[src/rtl/clk_meter_pkg.sv]
// -----------------------------------------------------------------------------
// clk_meter_pkg
// Shared types and default constants for the clock period meter.
//   state_e          : measurement FSM state (IDLE / HIGH / LOW), 2 bits
//   DEF_CNT_W        : default width of the high/low phase counters
//   DEF_SYNC_STAGES  : default synchronizer depth (minimum 2)
//   DEF_EXP_HIGH     : default expected high count for the self-check option
//   DEF_EXP_PERIOD   : default expected period count for the self-check option
// -----------------------------------------------------------------------------
package clk_meter_pkg;

  typedef enum logic [1:0] {
    IDLE = 2'd0,
    HIGH = 2'd1,
    LOW  = 2'd2
  } state_e;

  localparam int DEF_CNT_W       = 8;
  localparam int DEF_SYNC_STAGES = 2;
  localparam int DEF_EXP_HIGH    = 2;
  localparam int DEF_EXP_PERIOD  = 6;

endpackage

[src/rtl/clk_period_meter_if.sv]
// -----------------------------------------------------------------------------
// clk_period_meter_if
// Result bus of the clock period meter.
//   high_cnt   : clk_in cycles the measured clock was high (last full period)
//   low_cnt    : clk_in cycles the measured clock was low  (last full period)
//   period_cnt : high_cnt + low_cnt, one bit wider
//   meas_valid : one-cycle pulse when new results are loaded
//   ovf        : a counter saturated during the reported period
//   match, mismatch_sticky : present only with CLK_PERIOD_METER_CHECK_EN
// Modports: master (the meter drives), slave (display / checker consumes).
// -----------------------------------------------------------------------------
interface clk_period_meter_if
  import clk_meter_pkg::*;
#(
  parameter int CNT_W = DEF_CNT_W
);

  logic [CNT_W-1:0] high_cnt;
  logic [CNT_W-1:0] low_cnt;
  logic [CNT_W:0]   period_cnt;
  logic             meas_valid;
  logic             ovf;
`ifdef CLK_PERIOD_METER_CHECK_EN
  logic             match;
  logic             mismatch_sticky;
`endif

  modport master (
    output high_cnt, low_cnt, period_cnt, meas_valid, ovf
`ifdef CLK_PERIOD_METER_CHECK_EN
    , output match, mismatch_sticky
`endif
  );

  modport slave (
    input high_cnt, low_cnt, period_cnt, meas_valid, ovf
`ifdef CLK_PERIOD_METER_CHECK_EN
    , input match, mismatch_sticky
`endif
  );

endinterface

[src/rtl/sync_edge_det.sv]
// -----------------------------------------------------------------------------
// sync_edge_det
// Brings an asynchronous level into the clk domain through SYNC_STAGES flops,
// then delays it one more cycle to detect edges.  Also used for buttons.
//   clk, rst_n : clock, asynchronous active-low reset
//   d          : asynchronous input
//   level      : synchronized level
//   rise, fall : single-cycle pulses on synchronized edges
// -----------------------------------------------------------------------------
module sync_edge_det
  import clk_meter_pkg::*;
#(
  parameter int SYNC_STAGES = DEF_SYNC_STAGES
) (
  input  logic clk,
  input  logic rst_n,
  input  logic d,
  output logic level,
  output logic rise,
  output logic fall
);

  logic [SYNC_STAGES-1:0] sync_q, sync_d;
  logic                   dly_q, dly_d;

  always_comb begin
    sync_d = {sync_q[SYNC_STAGES-2:0], d};
    dly_d  = sync_q[SYNC_STAGES-1];
  end

  // NOTE: the synchronizer is a handful of flops, not a memory, so it is
  // reset; a clean 0 after reset keeps a spurious edge out of the FSM.
  always_ff @(posedge clk or negedge rst_n) begin
    if (!rst_n) begin
      sync_q <= '0;
      dly_q  <= 1'b0;
    end else begin
      // NOTE: non-blocking assignments give every stage the pre-edge value
      // of its neighbour; blocking ones would collapse the chain to one flop.
      sync_q <= sync_d;
      dly_q  <= dly_d;
    end
  end

  assign level = sync_q[SYNC_STAGES-1];
  assign rise  = level & ~dly_q;
  assign fall  = ~level & dly_q;

endmodule

[src/rtl/clk_period_meter.sv]
// -----------------------------------------------------------------------------
// clk_period_meter
// Measures the high time, low time and period (in clk_in cycles) of a divided
// clock sampled as asynchronous data.  Results are reported once per complete
// period; a partial first period is never reported.
//   clk_in   : system clock, all logic on posedge
//   rst_n    : asynchronous active-low reset
//   en       : measurement enable, low forces IDLE (results are kept)
//   meas_clk : clock under measurement, treated as asynchronous data
//   res      : result bus (clk_period_meter_if.master)
// Optional: define CLK_PERIOD_METER_CHECK_EN to add match / mismatch_sticky,
// comparing each result against EXP_HIGH and EXP_PERIOD.
// -----------------------------------------------------------------------------
module clk_period_meter
  import clk_meter_pkg::*;
#(
  parameter int CNT_W       = DEF_CNT_W,
  parameter int SYNC_STAGES = DEF_SYNC_STAGES,
  parameter int EXP_HIGH    = DEF_EXP_HIGH,
  parameter int EXP_PERIOD  = DEF_EXP_PERIOD
) (
  input  logic               clk_in,
  input  logic               rst_n,
  input  logic               en,
  input  logic               meas_clk,
  clk_period_meter_if.master res
);

  localparam logic [CNT_W-1:0] CNT_MAX = '1;

  // Catch unusable parameter sets at elaboration time.
  if (SYNC_STAGES < 2 || EXP_HIGH < 0 || EXP_HIGH >= (1 << CNT_W) ||
      EXP_PERIOD < 0 || EXP_PERIOD >= (1 << (CNT_W + 1))) begin : g_bad_params
    $error("clk_period_meter: SYNC_STAGES < 2 or expected counts out of range");
  end

  // ---------------------------------------------------------------------------
  // Input synchronizer and edge detector.  Only the edges drive the FSM.
  // ---------------------------------------------------------------------------
  logic unused_level;
  logic s_rise, s_fall;

  sync_edge_det #(
    .SYNC_STAGES (SYNC_STAGES)
  ) u_sync (
    .clk   (clk_in),
    .rst_n (rst_n),
    .d     (meas_clk),
    .level (unused_level),
    .rise  (s_rise),
    .fall  (s_fall)
  );

  // ---------------------------------------------------------------------------
  // Measurement FSM and phase counters
  // ---------------------------------------------------------------------------
  state_e           state_q, state_d;
  logic [CNT_W-1:0] hc_q, hc_d;
  logic [CNT_W-1:0] lc_q, lc_d;
  logic             sat_q, sat_d;   // a counter tried to pass all-ones
  logic             load;           // closing rise: capture results

  always_comb begin
    // NOTE: every output of this block gets a default first, so no path can
    // leave a signal unassigned and infer a latch.
    state_d = state_q;
    hc_d    = hc_q;
    lc_d    = lc_q;
    sat_d   = sat_q;
    load    = 1'b0;

    unique case (state_q)
      IDLE: begin
        if (s_rise) begin
          state_d = HIGH;
          hc_d    = CNT_W'(1);      // the rise cycle itself is high time
          lc_d    = '0;
          sat_d   = 1'b0;
        end
      end
      HIGH: begin
        if (s_fall) begin
          state_d = LOW;
          lc_d    = CNT_W'(1);
        end else if (hc_q == CNT_MAX) begin
          sat_d   = 1'b1;
        end else begin
          hc_d    = hc_q + CNT_W'(1);
        end
      end
      LOW: begin
        if (s_rise) begin
          load    = 1'b1;
          state_d = HIGH;
          hc_d    = CNT_W'(1);
          lc_d    = '0;
          sat_d   = 1'b0;
        end else if (lc_q == CNT_MAX) begin
          sat_d   = 1'b1;
        end else begin
          lc_d    = lc_q + CNT_W'(1);
        end
      end
      default: state_d = IDLE;
    endcase

    // Disable overrides everything, including a closing rise in this cycle.
    if (!en) begin
      state_d = IDLE;
      hc_d    = '0;
      lc_d    = '0;
      sat_d   = 1'b0;
      load    = 1'b0;
    end
  end

  always_ff @(posedge clk_in or negedge rst_n) begin
    if (!rst_n) begin
      state_q <= IDLE;
      hc_q    <= '0;
      lc_q    <= '0;
      sat_q   <= 1'b0;
    end else begin
      state_q <= state_d;
      hc_q    <= hc_d;
      lc_q    <= lc_d;
      sat_q   <= sat_d;
    end
  end

  // ---------------------------------------------------------------------------
  // Result registers: updated on load, held otherwise
  // ---------------------------------------------------------------------------
  logic [CNT_W-1:0] high_q, high_d;
  logic [CNT_W-1:0] low_q, low_d;
  logic [CNT_W:0]   period_q, period_d;
  logic             valid_q, valid_d;
  logic             ovf_q, ovf_d;

  always_comb begin
    high_d   = high_q;
    low_d    = low_q;
    period_d = period_q;
    ovf_d    = ovf_q;
    valid_d  = load;
    if (load) begin
      high_d   = hc_q;
      low_d    = lc_q;
      period_d = {1'b0, hc_q} + {1'b0, lc_q};
      ovf_d    = sat_q;
    end
  end

  always_ff @(posedge clk_in or negedge rst_n) begin
    if (!rst_n) begin
      high_q   <= '0;
      low_q    <= '0;
      period_q <= '0;
      valid_q  <= 1'b0;
      ovf_q    <= 1'b0;
    end else begin
      high_q   <= high_d;
      low_q    <= low_d;
      period_q <= period_d;
      valid_q  <= valid_d;
      ovf_q    <= ovf_d;
    end
  end

  assign res.high_cnt   = high_q;
  assign res.low_cnt    = low_q;
  assign res.period_cnt = period_q;
  assign res.meas_valid = valid_q;
  assign res.ovf        = ovf_q;

`ifdef CLK_PERIOD_METER_CHECK_EN
  // ---------------------------------------------------------------------------
  // Self-check against the expected divider shape
  // ---------------------------------------------------------------------------
  logic match_q, match_d;
  logic sticky_q, sticky_d;

  always_comb begin
    match_d  = match_q;
    sticky_d = sticky_q;
    if (load) begin
      match_d  = (hc_q == CNT_W'(EXP_HIGH)) &&
                 (period_d == (CNT_W + 1)'(EXP_PERIOD)) && !sat_q;
      sticky_d = sticky_q | ~match_d;
    end
  end

  always_ff @(posedge clk_in or negedge rst_n) begin
    if (!rst_n) begin
      match_q  <= 1'b0;
      sticky_q <= 1'b0;
    end else begin
      match_q  <= match_d;
      sticky_q <= sticky_d;
    end
  end

  assign res.match           = match_q;
  assign res.mismatch_sticky = sticky_q;
`endif

endmodule
[src/flat_wrapper.sv]
// flat-port wrapper written by rule: the top's interface ports become plain ports
module clk_period_meter_flat import clk_meter_pkg::*;
#(
  parameter int CNT_W       = DEF_CNT_W,
  parameter int SYNC_STAGES = DEF_SYNC_STAGES,
  parameter int EXP_HIGH    = DEF_EXP_HIGH,
  parameter int EXP_PERIOD  = DEF_EXP_PERIOD
)
  (clk_in, rst_n, en, meas_clk, res_high_cnt, res_low_cnt, res_period_cnt, res_meas_valid, res_ovf);
  clk_period_meter_if #(.CNT_W(CNT_W)) res_i ();
  input  logic clk_in;
  input  logic rst_n;
  input  logic en;
  input  logic meas_clk;
  output wire logic [$bits(res_i.high_cnt)-1:0] res_high_cnt;
  output wire logic [$bits(res_i.low_cnt)-1:0] res_low_cnt;
  output wire logic [$bits(res_i.period_cnt)-1:0] res_period_cnt;
  output wire logic [$bits(res_i.meas_valid)-1:0] res_meas_valid;
  output wire logic [$bits(res_i.ovf)-1:0] res_ovf;
  assign res_high_cnt = res_i.high_cnt;
  assign res_low_cnt = res_i.low_cnt;
  assign res_period_cnt = res_i.period_cnt;
  assign res_meas_valid = res_i.meas_valid;
  assign res_ovf = res_i.ovf;
  clk_period_meter #(.CNT_W(CNT_W), .SYNC_STAGES(SYNC_STAGES), .EXP_HIGH(EXP_HIGH), .EXP_PERIOD(EXP_PERIOD)) u_core (.clk_in(clk_in), .rst_n(rst_n), .en(en), .meas_clk(meas_clk), .res(res_i));
endmodule
[config.mk]
export PLATFORM = sky130hd
export DESIGN_NAME = clk_period_meter_flat
export DESIGN_NICKNAME = d
export VERILOG_FILES = /design/src/rtl/clk_meter_pkg.sv /design/src/rtl/clk_period_meter_if.sv /design/src/rtl/sync_edge_det.sv /design/src/rtl/clk_period_meter.sv /design/src/flat_wrapper.sv
export SDC_FILE = /design/constraint.sdc
export NUM_CORES = 1
export LEC_CHECK = 0
export BUFFER_PORTS_ARGS = -buffer_cell sky130_fd_sc_hd__clkbuf_2
export CAP_MARGIN = 20
export CORE_MARGIN = 2
export CORE_UTILIZATION = 50
export DETAILED_ROUTE_END_ITERATION = 7
export PLACE_DENSITY = 0.7
export SLEW_MARGIN = 20
export SYNTH_ARGS = -nofsm -noshare
export SYNTH_HDL_FRONTEND = slang
export SYNTH_SLANG_ARGS = --single-unit
[constraint.sdc]
create_clock -name clk_in -period 6.2 [get_ports clk_in]
set_input_delay 0.31 -clock clk_in [delete_from_list [all_inputs] [get_ports clk_in]]
set_output_delay 0.31 -clock clk_in [all_outputs]
set_load 0.03 [all_outputs]
[Word level (Yosys, flattened, before mapping)]
Cells that the tools add are included.
Cells by class
  add/sub/neg operators: 3
  multiply operators: 0
  divide/modulo/power cells: 0
  magnitude comparators: 0
  equality and inequality tests: 14
  shift operators: 0
  muxes and demuxes: 25
  bitwise operators: 4
  reductions and logical operators: 6
Operator list (number)
  2-to-1 mux 8 bit: 9
  one-hot mux 8 bit (3 select lines): 1
  adder 8 x 1 -> 8 bit (second input constant): 2
  == test 8 bit (second input constant): 2
  one-hot mux 8 bit (2 select lines): 1
  inequality test 3 x 2 -> 1 bit (second input constant): 5
  adder 8 x 8 -> 9 bit: 1
  2-to-1 mux 1 bit: 9
  AND reduction 4 bit: 2
  2-to-1 mux 2 bit: 3
  inequality test 3 bit (second input constant): 2
  AND reduction 5 bit: 1
  inequality test 4 x 1 -> 1 bit (second input constant): 1
  inequality test 4 x 2 -> 1 bit (second input constant): 1
  inequality test 4 x 3 -> 1 bit (second input constant): 1
  one-hot mux 2 bit (2 select lines): 1
  one-hot mux 1 bit (3 select lines): 1
  AND 1 bit: 2
  == test 2 x 1 -> 1 bit (second input constant): 1
  == test 2 bit (second input constant): 1
  zero test 2 bit: 1
  inverter 1 bit: 2
  AND reduction 2 bit: 1
  OR reduction 2 bit: 1
Word-level totals
  register bits after elaboration: 49
  bits in latches: 0
  RAM bits: 0
  bits in read-only memories: 0
  logic and storage cells: 63
  memories kept: 0

[Depth between registers and ports, before layout]
Gate-level depths: netlist (run 1).
  word-level depth: 5
  gate-level depth with buffers: 9
  gate-level depth less buffers: 7

[Modules after synthesis]
From an unflattened synthesis (run 1), not the netlist that was laid out.
Unflattened totals
  cell total of the unflattened synthesis: 292
  area total of the unflattened synthesis: 2690.1 µm²
Modules (own cells, without submodules)
  clk_period_meter: times used 1, cells each 287, area an instance 2600.0 µm², seq. area each 1151.1 µm²
  sync_edge_det: times used 1, cells each 5, area an instance 90.1 µm², seq. area each 75.1 µm²

[Least setup slack after synthesis (run 1)]
Ideal clock, no wire load.
  kind: register -> register
  from: register u_core.state_q[0]
  to: register u_core.hc_q[7]
  setup time: 0.101 ns
  arrival: 2.045 ns
  slack: 4.054 ns
  cell stages (with the launch flop): 10
  path buffers: 2
  period minus slack after synthesis: 2.146 ns
  path through: dfrtp_1 -> inv_1 -> ha_1 -> buf_6 -> or3b_4 -> a21boi_2 -> o22ai_1 -> or3_1 -> buf_2 -> o32ai_1
Between the ends
  longest elaborated chain between the ends: 4
  elaborated cells between the ends (all ways): 11
  those cells by class: 6 x eq/ne; 2 x mux; 3 x reduce/logical
Ends and longest elaborated chain
  start, declared: line clk_period_meter.sv:57  | state_e state_q, state_d;
  start signal, assigned: line clk_period_meter.sv:124  | state_q <= state_d;
  == test 2 bit / zero test 2 bit (equally long branches): line clk_period_meter.sv:72  | unique case (state_q)
  OR reduction 2 bit (no line)
  inequality test 3 x 2 -> 1 bit (no line) / one-hot mux 8 bit (2 select lines) (equally long branches)
  AND reduction 4 bit (no line) / 2-to-1 mux 8 bit (equally long branches)
  end signal, assigned: line clk_period_meter.sv:120  | hc_q <= '0;
  end signal, assigned: line clk_period_meter.sv:125  | hc_q <= hc_d;
  end, declared: line clk_period_meter.sv:58  | logic [CNT_W-1:0] hc_q, hc_d;
Several ways; a longest one is shown, not always the timed one.
A chain may end at the register's enable or synchronous reset.

[Final worst setup path (run 1)]
  from: register u_core.state_q[1]
  to: register u_core.hc_q[7]
Same word-level chain as after synthesis.

==> results of run 1 <==
## flip-flops by register name (all words and copies together), names as in the netlist
signal / count
u_core.u_sync.sync_q: 2
u_core.lc_q: 8
u_core.hc_q: 8
u_core.res.high_cnt: 8
u_core.u_sync.dly_q: 1
u_core.res.low_cnt: 8
u_core.res.ovf: 1
u_core.res.meas_valid: 1
u_core.state_q: 2
u_core.sat_q: 1
u_core.res.period_cnt: 9
## logic make-up after synthesis
logic type      share of synthesized area
simple gates                       0.2497
flops                              0.4514
buf+inv                           0.03639
xor+xnor                          0.01612
fa+ha+maj                         0.07186
compound gates                     0.1746
## metal layers
layer  wire (µm)  vias up
met4          84        0
li1            -     1136
met3         204        8
met5           0        -
met2        2616       53
met1        2660     1030
## worst reg2reg max path, cell delays in order (launching register included)
cell	delay, ns
sky130_fd_sc_hd__dfrtp_1	0.41
sky130_fd_sc_hd__inv_1	0.12
sky130_fd_sc_hd__ha_1	0.37
sky130_fd_sc_hd__or3b_4	0.44
sky130_fd_sc_hd__a21boi_2	0.13
sky130_fd_sc_hd__o22ai_1	0.24
sky130_fd_sc_hd__or3_1	0.50
sky130_fd_sc_hd__o32ai_1	0.31
## worst max path at each step
| stage | start | to | slack [ns] |
|---|---|---|---|
| floorplan | u_core.state_q[0] | u_core.hc_q[7] | 4.05 |
| global placement | u_core.state_q[1] | u_core.hc_q[5] | 3.73 |
| detailed placement | u_core.state_q[1] | u_core.hc_q[7] | 3.61 |
| CTS | u_core.state_q[1] | u_core.hc_q[7] | 3.58 |
| global route | u_core.state_q[1] | u_core.hc_q[5] | 3.34 |
| finish | u_core.state_q[1] | u_core.hc_q[7] | 3.57 |
## cell usage in the layout, fill, tap and decap left out, types with 3 or more instances in the layout
master                     count
sky130_fd_sc_hd__clkbuf_8      6
sky130_fd_sc_hd__nor2b_1       3
sky130_fd_sc_hd__nand2b_1      6
sky130_fd_sc_hd__nand4_1       3
sky130_fd_sc_hd__a21oi_1      16
sky130_fd_sc_hd__nor2_1       14
sky130_fd_sc_hd__o31ai_1       4
sky130_fd_sc_hd__nor3_1        6
sky130_fd_sc_hd__o211ai_1      4
sky130_fd_sc_hd__nand3b_1      4
sky130_fd_sc_hd__nand2_1      80
sky130_fd_sc_hd__nand3_1      12
sky130_fd_sc_hd__o22ai_1       4
sky130_fd_sc_hd__or3_1         3
sky130_fd_sc_hd__o21ai_0      20
sky130_fd_sc_hd__clkbuf_2     30
sky130_fd_sc_hd__o32ai_1       3
sky130_fd_sc_hd__ha_1         14
sky130_fd_sc_hd__dfrtp_1      49
sky130_fd_sc_hd__xor2_1        3
sky130_fd_sc_hd__inv_1         9
## power by group
part | internal, W | switching [W]
combinational | 0.0000114 | 0.0000272
sequential | 0.000322 | 0.00000378
clock | 0.000132 | 0.000104
total | 0.000465 | 0.000135
## cell type report
cell class                 count  area [µm²]  area share
multi-input combinational    237        1391      0.4601
sequential                    49        1226      0.4055
timing repair buffer          32       165.2     0.05461
tap                           70       87.58     0.02896
clock buffer                   7       86.33     0.02855
inverter                      10       37.54     0.01241
clock inverter                 1       30.03    0.009930
## cells in the mapped netlist, drive strengths merged, types with 4 or more instances
master and instances:
nand3 12, buf 6, nand2b 6, nor2 14, nor3 6, clkbuf 7, o31ai 4, nand3b 4
dfrtp 49, o211ai 4, a21oi 16, o22ai 4, nand2 80, o21ai 23, ha 14, inv 10
## stage by stage
step / worst slack, ns / total power [W] / std cells
after floorplan: 4.054 / 0.0003568 / 309
after global placement: 3.732 / 0.0003697 / 398
after detailed placement: 3.605 / 0.0003705 / 398
after CTS: 3.577 / 0.0006105 / 406
after global routing: 3.336 / 0.0006282 / 406
final: 3.575 / 0.0006000 / 406
==> key figures, run 1 <==
Route
  – DR pass1 iterations: 4
  – Vias per cell: 5.485
  – Routed WL per cell: 13.71 µm
  – Via total after detailed routing: 2227
  – 1st-iter DRT viols: 166
  – Total length of routed wires: 5565 µm
  – Number of remaining DRC errors: 0
  – Post-route antenna net violation count: 0

Floorplanning
  – Floorplan Core Area: 0.005172 mm²
  – Die area: 0.006038 mm²
  – Height of the die: 77.71 µm
  – Boundary pin count: 31
  – Width of the chip: 77.71 µm
  – Floorplan row count: 26
  – Starting Density: 0.5252

Worst setup path
  – Data arrival at the endpoint of the critical path: 2.83 ns
  – Largest delay share family, worst path: simple AND/OR/NAND/NOR gates
  – Largest fanout on the critical path: 11
  – Chain of cells forming the critical path: inv_1, ha_1, or3b_4, a21boi_2, o22ai_1, or3_1, o32ai_1
  – Slack of the worst reg-to-reg path: 3.57 ns
  – CP bufs+invs: 1
  – Source of the worst register-to-register timing path: u_core.state_q[1]
  – Highest-delay cell along the critical path: sky130_fd_sc_hd__or3_1
  – RR Endpoint: u_core.hc_q[7]
  – Path type of the worst setup path: register to register
  – Peak per-stage delay on the critical path: 0.50 ns
  – Number of cell instances on the worst register-to-register path: 7
  – Type of destination of the critical path: register
  – WP data required: 6.40 ns
  – Worst path depth: 7
  – Startpoint class of the critical path: register

GRT
  – GR met3 Demand/Resource: 0.02558
  – GR Util All Layers: 0.2035
  – Maximum number of pins on one net before global-route repair: 50
  – Number of antenna violations at the first check in global routing: 0
  – Met1 usage in global routing: 0.2908
  – Via count of the first global-routing pass: 2093
  – Final global-route overflow total: 0
  – Busiest grt layer: met2
  – Global-route wire length before repair: 9860 µm
  – Met2 layer usage reported by global route: 0.3129

Placed design
  – Input/output buffers: 30
  – Placed Instance Area: 0.002908 mm²
  – Detail Placement HPWL: 3883 µm
  – Placer congestion estimate: 0.9029

Finish
  – FILL cells: 477
  – Number of antenna diodes: 0
  – Final layout net count: 354
  – Final cell utilization of the core: 0.5847
  – Final std cell area, no fill: 0.003024 mm²
  – Area growth from synthesis to final layout: 11.33%
  – Ratio of cells with drive above 1 in the final layout: 0.1369

Timing
  – Setup repair after global routing missed its margin: no
  – # setup viols final: 0
  – Post-route clock skew: 0.007980 ns
  – Highest attainable clock frequency: 0.3809 GHz
  – Max-slew headroom at the worst pin: 0.5261
  – Number of hold violations in the final report: 0
  – Period Utilization, post-route: 0.4234
  – Pins Over Slew Limit: 0
  – Final setup TNS: 0 ns
  – Min cycle time layout: 2.625 ns
  – Worst hold slack across all endpoints: 0.09057 ns
  – Actual slew at the worst max-slew pin: 0.7108 ns

Clock tree
  – Buffers inserted during post-CTS setup optimization: 0
  – H-tree Lvls: 2
  – Gates resized, CTS repair: 0
  – Clock root cell: sky130_fd_sc_hd__clkbuf_8
  – Clk_lat worst skew: 0.30 ns
  – Number of buffers created by CTS: 5
  – Clock transition at the registers of the reported paths: 0.09 ns
  – CTS tree: yes
  – CTS Sinks: 49
  – Clock Tree Buf Depth: 2
  – Hold buffer count at cts: 0

Logic synthesis
  – #FFs+latches synth: 49
  – Area leader, netlist: sky130_fd_sc_hd__dfrtp_1
  – Leading cell types by total area after synthesis: sky130_fd_sc_hd__dfrtp_1 (45%), sky130_fd_sc_hd__nand2_1 (11%), sky130_fd_sc_hd__ha_1 (6.4%), sky130_fd_sc_hd__o21ai_0 (3.7%), sky130_fd_sc_hd__a21oi_1 (2.9%)
  – Count of flip-flops with a built-in enable after synthesis: 0
  – Area of the mapped netlist: 0.002716 mm²
  – Distinct cells, synth: 54
  – Asr flop ratio synth: 1.000
  – Mean cell area of the mapped netlist: 8.791 µm²
  – Gate count after technology mapping: 309
  – Synth Flop Type: sky130_fd_sc_hd__dfrtp_1
  – Mapped Nets: 328
  – YS warnings: 0
  – Portion of synthesized cell area occupied by the leading cell type: 0.4514
  – Sequential cell area fraction in the yosys report: 0.4514

Pwr
  – Leak Pwr: 1.462 nW
  – Worst vdd ir: 0.1018 mV
  – Power per Cell Area: 198.4 mW/mm²

Status
  – Result of the run: complete, no violations

Flow run
  – Reported max-cap violation count: 0

Worst hold path
  – Hold/Removal Path Class: input pin to asynchronous set/reset pin
No activity file was read; power rests on OpenSTA's default activity.
==> run 2: changes to the inputs <==
Settings changed: ABC_AREA from default to 1, PLACE_DENSITY 0.7 to 0.73.
Clock period 6.2 ns to 2.2 ns, I/O delays scaled along.
==> key figures, run 2 <==
Logic synthesis
  – Gate count after technology mapping: 343 (+11%)
  – Most common cell in the netlist: sky130_fd_sc_hd__nand2_1
  – Mapped Nets: 362 (+10%)
  – Sequential cell area fraction in the yosys report: 0.4558 (+0.004409)
  – Leading cell types by total area after synthesis: sky130_fd_sc_hd__dfrtp_1 (46%), sky130_fd_sc_hd__nand2_1 (16%), sky130_fd_sc_hd__ha_1 (6.5%), sky130_fd_sc_hd__inv_1 (5.2%), sky130_fd_sc_hd__o21ai_0 (5.0%)
  – Distinct cells, synth: 27 (-50%)
  – YS warnings: 0 (unchanged)
  – #FFs+latches synth: 49 (unchanged)
  – Mean cell area of the mapped netlist: 7.843 µm² (-11%)
  – Count of flip-flops with a built-in enable after synthesis: 0 (unchanged)
  – Area leader, netlist: sky130_fd_sc_hd__dfrtp_1
  – Area of the mapped netlist: 0.002690 mm² (-0.97%)
  – Asr flop ratio synth: 1.000 (unchanged)
  – Portion of synthesized cell area occupied by the leading cell type: 0.4558 (+0.004409)
  – Most used standard cells in the synthesized netlist: sky130_fd_sc_hd__nand2_1 (113), sky130_fd_sc_hd__dfrtp_1 (49), sky130_fd_sc_hd__inv_1 (37)
  – Synth Flop Type: sky130_fd_sc_hd__dfrtp_1

Flow run
  – Reported max-cap violation count: 0 (unchanged)

Worst setup path
  – Type of destination of the critical path: register
  – Data arrival at the endpoint of the critical path: 2.08 ns (-0.75 ns)
  – Startpoint class of the critical path: register
  – Startpoint of the worst setup timing path: u_core.state_q[0]
  – WP data required: 2.43 ns (-3.97 ns)
  – Path type of the worst setup path: register to register
  – Largest fanout on the critical path: 8 (-3)
  – Source of the worst register-to-register timing path: u_core.state_q[0]

Timing
  – Min cycle time layout: 1.854 ns (-0.7716 ns)
  – Post-route clock skew: 0.005503 ns (-0.002477 ns)
  – Max-slew headroom at the worst pin: 0.6037 (+0.07758)
  – Setup repair after global routing missed its margin: no
  – Number of hold violations in the final report: 0 (unchanged)
  – Highest attainable clock frequency: 0.5395 GHz (+42%)
  – # setup viols final: 0 (unchanged)
  – Period Utilization, post-route: 0.8425 (+0.4191)
  – Pins Over Slew Limit: 0 (unchanged)
  – Final setup TNS: 0 ns (unchanged)
  – Worst-case setup margin in the final layout: 0.3464 ns (-3.228 ns)
  – Actual slew at the worst max-slew pin: 0.5935 ns (-0.1172 ns)

Route
  – Post-route antenna net violation count: 0 (unchanged)
  – Total length of routed wires: 5519 µm (-0.83%)
  – Routed WL per cell: 12.29 µm (-10%)
  – DR pass1 iterations: 4 (unchanged)
  – 1st-iter DRT viols: 104 (-37%)
  – Via total after detailed routing: 2257 (+1.3%)
  – Number of remaining DRC errors: 0 (unchanged)
  – Vias per cell: 5.027 (-8.4%)

Floorplanning
  – Width of the chip: 77.35 µm (-0.46%)
  – Floorplan row count: 26 (unchanged)
  – Die area: 0.005983 mm² (-0.91%)
  – Boundary pin count: 31 (unchanged)
  – Starting Density: 0.5234 (-0.001788)
  – Floorplan Core Area: 0.005140 mm² (-0.63%)
  – Height of the die: 77.35 µm (-0.46%)

Clock tree
  – CTS tree: yes
  – Clk_lat worst skew: 0.30 ns (about the same)
  – Clock root cell: sky130_fd_sc_hd__clkbuf_8
  – H-tree Lvls: 2 (unchanged)
  – Buffers inserted during post-CTS setup optimization: 0 (unchanged)
  – Clock transition at the registers of the reported paths: 0.09 ns (about the same)
  – Number of buffers created by CTS: 5 (unchanged)
  – CTS Sinks: 49 (unchanged)
  – Clock Tree Buf Depth: 2 (unchanged)

Finish
  – Final cell utilization of the core: 0.5920 (+0.007352)
  – Flip-flop count of the largest register, all copies and words added: 9 (unchanged)
  – Final std cell area, no fill: 0.003043 mm² (+0.62%)
  – Most common library cell in the layout ignoring fill and taps: sky130_fd_sc_hd__nand2_1
  – Area growth from synthesis to final layout: 13.12%
  – Final layout net count: 397 (+12%)
  – Most frequent cells in the layout: sky130_fd_sc_hd__nand2_1 (113), sky130_fd_sc_hd__dfrtp_1 (49), sky130_fd_sc_hd__inv_1 (37)
  – Number of antenna diodes: 0 (unchanged)
  – Ratio of cells with drive above 1 in the final layout: 0.1425 (+0.005575)

Placed design
  – Input/output buffers: 30 (unchanged)
  – Detail Placement HPWL: 4179 µm (+7.6%)
  – Post-Place Worst Slack: 0.3601 ns (-3.245 ns)
  – Placer congestion estimate: 0.8704 (-3.6%)
  – Placed Instance Area: 0.002908 mm² (unchanged)

Pwr
  – Net Sw Power: 0.001016 W (+650%)
  – Worst vdd ir: 0.4662 mV (+360%)
  – Fraction of power spent switching nets: 0.3881 (+0.1626)
  – Int Power: 0.001601 W (+240%)
  – Power per Cell Area: 860.0 mW/mm² (+330%)
  – Logic pwr share: 0.334 (+0.270)
  – Clock network fraction of design power: 0.246 (-0.147)
  – Leak Pwr: 1.584 nW (+8.3%)
  – Fraction of power consumed by sequential logic: 0.420 (-0.123)
  – Final Power: 0.002617 W (+340%)

GRT
  – Maximum number of pins on one net before global-route repair: 43 (-14%)
  – Final global-route overflow total: 0 (unchanged)
  – Via count of the first global-routing pass: 2148 (+2.6%)
  – GR Util All Layers: 0.2008 (-0.002736)
  – Global-route wire length before repair: 9604 µm (-2.6%)
  – Number of antenna violations at the first check in global routing: 0 (unchanged)

Worst hold path
  – Hold path start: en
  – Hold/Removal Path Class: input pin to register

Status
  – Result of the run: complete, no violations
## run 2: cell count changes after synthesis, moves of 4 or more
cell / delta
sky130_fd_sc_hd__nand2b_1: -6
sky130_fd_sc_hd__clkbuf_1: -6
sky130_fd_sc_hd__o211ai_1: -4
sky130_fd_sc_hd__o21ai_1: +4
sky130_fd_sc_hd__nand3_1: +12
sky130_fd_sc_hd__nor2_1: +6
sky130_fd_sc_hd__a21oi_1: -6
sky130_fd_sc_hd__nand2_1: +33
sky130_fd_sc_hd__nand4_1: +6
sky130_fd_sc_hd__inv_1: +28
sky130_fd_sc_hd__o21ai_0: +7
sky130_fd_sc_hd__o31ai_1: -4
sky130_fd_sc_hd__o22ai_1: -4
## run 2: final timing paths
path | to | slack (ns) | cells after the start
min reg2reg | u_core.u_sync.sync_q[1] | 0.37 | 0
max in group asynchronous | u_core.hc_q[6] | 1.18 | 3
max reg2reg | u_core.hc_q[2] | 0.35 | 9
min | u_core.lc_q[3] | 0.24 | 3
max | u_core.hc_q[2] | 0.35 | 9
min in group asynchronous | u_core.res.low_cnt[2] | 0.26 | 2
## run 2: area by class of cell
cell class	count	area, µm²
fillers	479	2097
multi-input cells	249	1282
flip-flops and latches	49	1226
repair buffers	34	185.2
inverters	39	146.4
well taps	70	87.58
clock buffers	5	68.82
clock inverters	3	46.29
## run 2: per-layer routing
layer  up-vias  wire, µm  GRT usage
met1      1023      2627     0.2732
met4         0        34    0.05179
met3         4       224    0.03488
met5         -         0          0
li1       1181         -          -
met2        49      2633     0.3339
## run 2: power by group through the flow
stage	Sequential, W	Combinational, W	Clock, W
floorplan	0.00121	0.000547	0
global placement	0.00112	0.000861	0
detailed placement	0.00112	0.000874	0
CTS	0.00110	0.000882	0.000670
global route	0.00112	0.000985	0.000707
finish	0.00110	0.000873	0.000644
## run 2: what timing repair did
action	CTS	global route
hold buffers	2	0
endpoints found under the hold margin	16	0
resized for setup	0	0
## run 2: through the flow
stage | instances | hold slack (ns)
after floorplan | 343 | -0.1856
after global placement | 439 | 0.05110
after detailed placement | 439 | 0.05391
after CTS | 449 | 0.2393
after global routing | 449 | 0.2506
final | 449 | 0.2389
## run 2: critical path: stages (launching register included)
cell	delay, ns
sky130_fd_sc_hd__dfrtp_1	0.40
sky130_fd_sc_hd__inv_1	0.09
sky130_fd_sc_hd__ha_1	0.29
sky130_fd_sc_hd__nor2_1	0.29
sky130_fd_sc_hd__inv_1	0.13
sky130_fd_sc_hd__nand3_1	0.12
sky130_fd_sc_hd__nand2_1	0.10
sky130_fd_sc_hd__nor2_4	0.18
sky130_fd_sc_hd__nand3_1	0.09
sky130_fd_sc_hd__o21ai_0	0.09
## run 2: logic make-up (layout without fill, tap and decap cells)
logic type,count (synthesis),after routing,synth area share
AOI/OAI and AO/OA,46,46,0.08931
xor gates and xnor gates,3,3,0.009769
adders and majority gates,15,15,0.07256
buffers and inverters,45,81,0.06744
DFF,49,49,0.4558
and+or+nand+nor,185,185,0.3051
==> run 3: changes to the inputs <==
Settings changed: PLACE_DENSITY 0.73 to 0.7.
Clock period 2.2 ns to 1.9 ns, I/O delays scaled along.
==> key figures, run 3 (synthesis results as in run 2) <==
Placed design
  – Placer congestion estimate: 0.9499 (+9.1%)
  – Input/output buffers: 30 (unchanged)
  – Detail Placement HPWL: 4497 µm (+7.6%)

Pwr
  – Power per Cell Area: 994.5 mW/mm² (+16%)
  – Leak Pwr: 1.611 nW (+1.7%)
  – Int Power: 0.001899 W (+19%)
  – Fraction of power consumed by sequential logic: 0.414 (-0.006)
  – Final Power: 0.003081 W (+18%)
  – Logic pwr share: 0.334 (about the same)
  – Clock network fraction of design power: 0.252 (+0.006)
  – Net Sw Power: 0.001182 W (+16%)
  – Fraction of power spent switching nets: 0.3835 (-0.004609)
  – Worst vdd ir: 0.5075 mV (+8.9%)

Finish
  – Ratio of cells with drive above 1 in the final layout: 0.1518 (+0.009352)
  – FILL cells: 493 (+2.9%)
  – Area growth from synthesis to final layout: 15.16%
  – Flip-flop count of the largest register, all copies and words added: 9 (unchanged)
  – Number of antenna diodes: 0 (unchanged)
  – Most common library cell in the layout ignoring fill and taps: sky130_fd_sc_hd__nand2_1
  – Final layout net count: 400 (+0.76%)
  – Most frequent cells in the layout: sky130_fd_sc_hd__nand2_1 (113), sky130_fd_sc_hd__dfrtp_1 (49), sky130_fd_sc_hd__inv_1 (37)
  – Final cell utilization of the core: 0.6027 (+0.01071)

Floorplanning
  – Width of the chip: 77.35 µm (unchanged)
  – Boundary pin count: 31 (unchanged)
  – Height of the die: 77.35 µm (unchanged)
  – Floorplan Core Area: 0.005140 mm² (unchanged)
  – Floorplan row count: 26 (unchanged)
  – Die area: 0.005983 mm² (unchanged)
  – Starting Density: 0.5234 (unchanged)

Route
  – Routed WL per cell: 12.85 µm (+4.6%)
  – DR pass1 iterations: 4 (unchanged)
  – Vias per cell: 5.075 (+0.96%)
  – Post-route antenna net violation count: 0 (unchanged)
  – Via total after detailed routing: 2294 (+1.6%)
  – Total length of routed wires: 5809 µm (+5.3%)
  – Number of remaining DRC errors: 0 (unchanged)
  – 1st-iter DRT viols: 170 (+63%)

Worst setup path
  – Crit-path most repeated cell: sky130_fd_sc_hd__nand2_1
  – Largest delay share family, worst path: adder cells
  – Highest-delay cell along the critical path: sky130_fd_sc_hd__dfrtp_1
  – Data arrival at the endpoint of the critical path: 1.95 ns (-0.13 ns)
  – Startpoint class of the critical path: register
  – Peak per-stage delay on the critical path: 0.47 ns (+0.07 ns)
  – CP bufs+invs: 0 (-2)
  – Largest fanout on the critical path: 6 (-2)
  – Type of destination of the critical path: register
  – Chain of cells forming the critical path: ha_1, fa_1, nand3_1, nand2_1, nand2_1, nand3b_1, nand3_1, nand2_1
  – WP data required: 2.10 ns (-0.33 ns)
  – Path type of the worst setup path: register to register

Clock tree
  – Number of buffers created by CTS: 5 (unchanged)
  – Clock root cell: sky130_fd_sc_hd__clkbuf_8
  – Clock Tree Buf Depth: 2 (unchanged)
  – H-tree Lvls: 2 (unchanged)
  – CTS Sinks: 49 (unchanged)
  – Clock transition at the registers of the reported paths: 0.09 ns (about the same)
  – CTS tree: yes
  – Clk_lat worst skew: 0.31 ns (about the same)

GRT
  – Final global-route overflow total: 0 (unchanged)
  – Global-route wire length before repair: 9811 µm (+2.2%)
  – Number of antenna violations at the first check in global routing: 0 (unchanged)
  – Maximum number of pins on one net before global-route repair: 32 (-26%)
  – GR Util All Layers: 0.2081 (+0.007323)
  – Via count of the first global-routing pass: 2065 (-3.9%)

Timing
  – Setup repair after global routing missed its margin: no
  – Post-route clock skew: 0.005397 ns (-0.0001060 ns)
  – Max-slew headroom at the worst pin: 0.6239 (+0.02022)
  – Period Utilization, post-route: 0.9171 (+0.07462)
  – Highest attainable clock frequency: 0.5739 GHz (+6.4%)
  – Number of hold violations in the final report: 0 (unchanged)
  – Final setup TNS: 0 ns (unchanged)
  – Min cycle time layout: 1.743 ns (-0.1110 ns)
  – Actual slew at the worst max-slew pin: 0.5641 ns (-0.02946 ns)
  – # setup viols final: 0 (unchanged)
  – Worst hold slack across all endpoints: 0.2356 ns (-0.003336 ns)
  – Pins Over Slew Limit: 0 (unchanged)

Worst hold path
  – Hold/Removal Path Class: input pin to register

Status
  – Result of the run: complete, no violations

Flow run
  – Reported max-cap violation count: 0 (unchanged)
run 3: layout make-up:
cell class,count,area (µm²),area share
inverter,39,146.4,0.04725
clock inverter,2,37.54,0.01212
tap,70,87.58,0.02827
multi-input combinational,249,1285,0.4148
timing repair buffer,37,232.7,0.07512
clock buffer,6,82.58,0.02666
sequential,49,1226,0.3958
run 3: power groups by stage:
| stage | clock [W] | combinational, W | sequential (W) |
|---|---|---|---|
| CTS | 0.000801 | 0.00104 | 0.00127 |
| detailed placement | 0 | 0.00102 | 0.00130 |
| floorplan | 0 | 0.000634 | 0.00140 |
| global placement | 0 | 0.00100 | 0.00129 |
| global route | 0.000848 | 0.00114 | 0.00130 |
| finish | 0.000777 | 0.00103 | 0.00127 |
run 3: worst min-delay path: stages:
cell and delay, ns:
sky130_fd_sc_hd__clkbuf_2 0.22, sky130_fd_sc_hd__nand3_1 0.14, sky130_fd_sc_hd__nand2_1 0.05
run 3: final timing paths:
kind                                               from                       end  slack [ns]  depth (start not counted)
worst max-delay path                     u_core.lc_q[0]  u_core.res.period_cnt[6]        0.16                          8
worst min-delay path                                 en            u_core.lc_q[3]        0.24                          3
worst max register to register           u_core.lc_q[0]  u_core.res.period_cnt[6]        0.16                          8
worst min register to register  u_core.u_sync.sync_q[0]   u_core.u_sync.sync_q[1]        0.36                          0
max in group asynchronous                         rst_n     u_core.res.low_cnt[1]        1.05                          3
min in group asynchronous                         rst_n     u_core.res.low_cnt[6]        0.30                          2
run 3: routing by layer:
| layer | GRT usage | vias up | share of wire |
|---|---|---|---|
| met5 | 0 | - | 0 |
| met4 | 0.08571 | 0 | 0.023 |
| met3 | 0.03605 | 9 | 0.052 |
| met2 | 0.3217 | 61 | 0.47 |
| met1 | 0.2913 | 1036 | 0.46 |
| li1 | - | 1188 | - |
run 3: repair_timing:
action	in CTS	in global routing
setup endpoints to repair	0	10
endpoints found under the hold margin	21	0
hold buffers	2	0
buffers inserted	0	0
gates resized for setup	0	1
run 3: per-stage QoR:
| stage | setup slack, ns | instances | cell area (µm²) |
|---|---|---|---|
| 3_5_place_dp | 0.1412 | 442 | 2955 |
| 3_3_place_gp | 0.1999 | 442 | 2955 |
| 6_report | 0.1574 | 452 | 3098 |
| 2_1_floorplan | 0.3357 | 343 | 2690 |
| 4_1_cts | 0.1188 | 452 | 3095 |
| 5_1_grt | 0.007245 | 452 | 3098 |
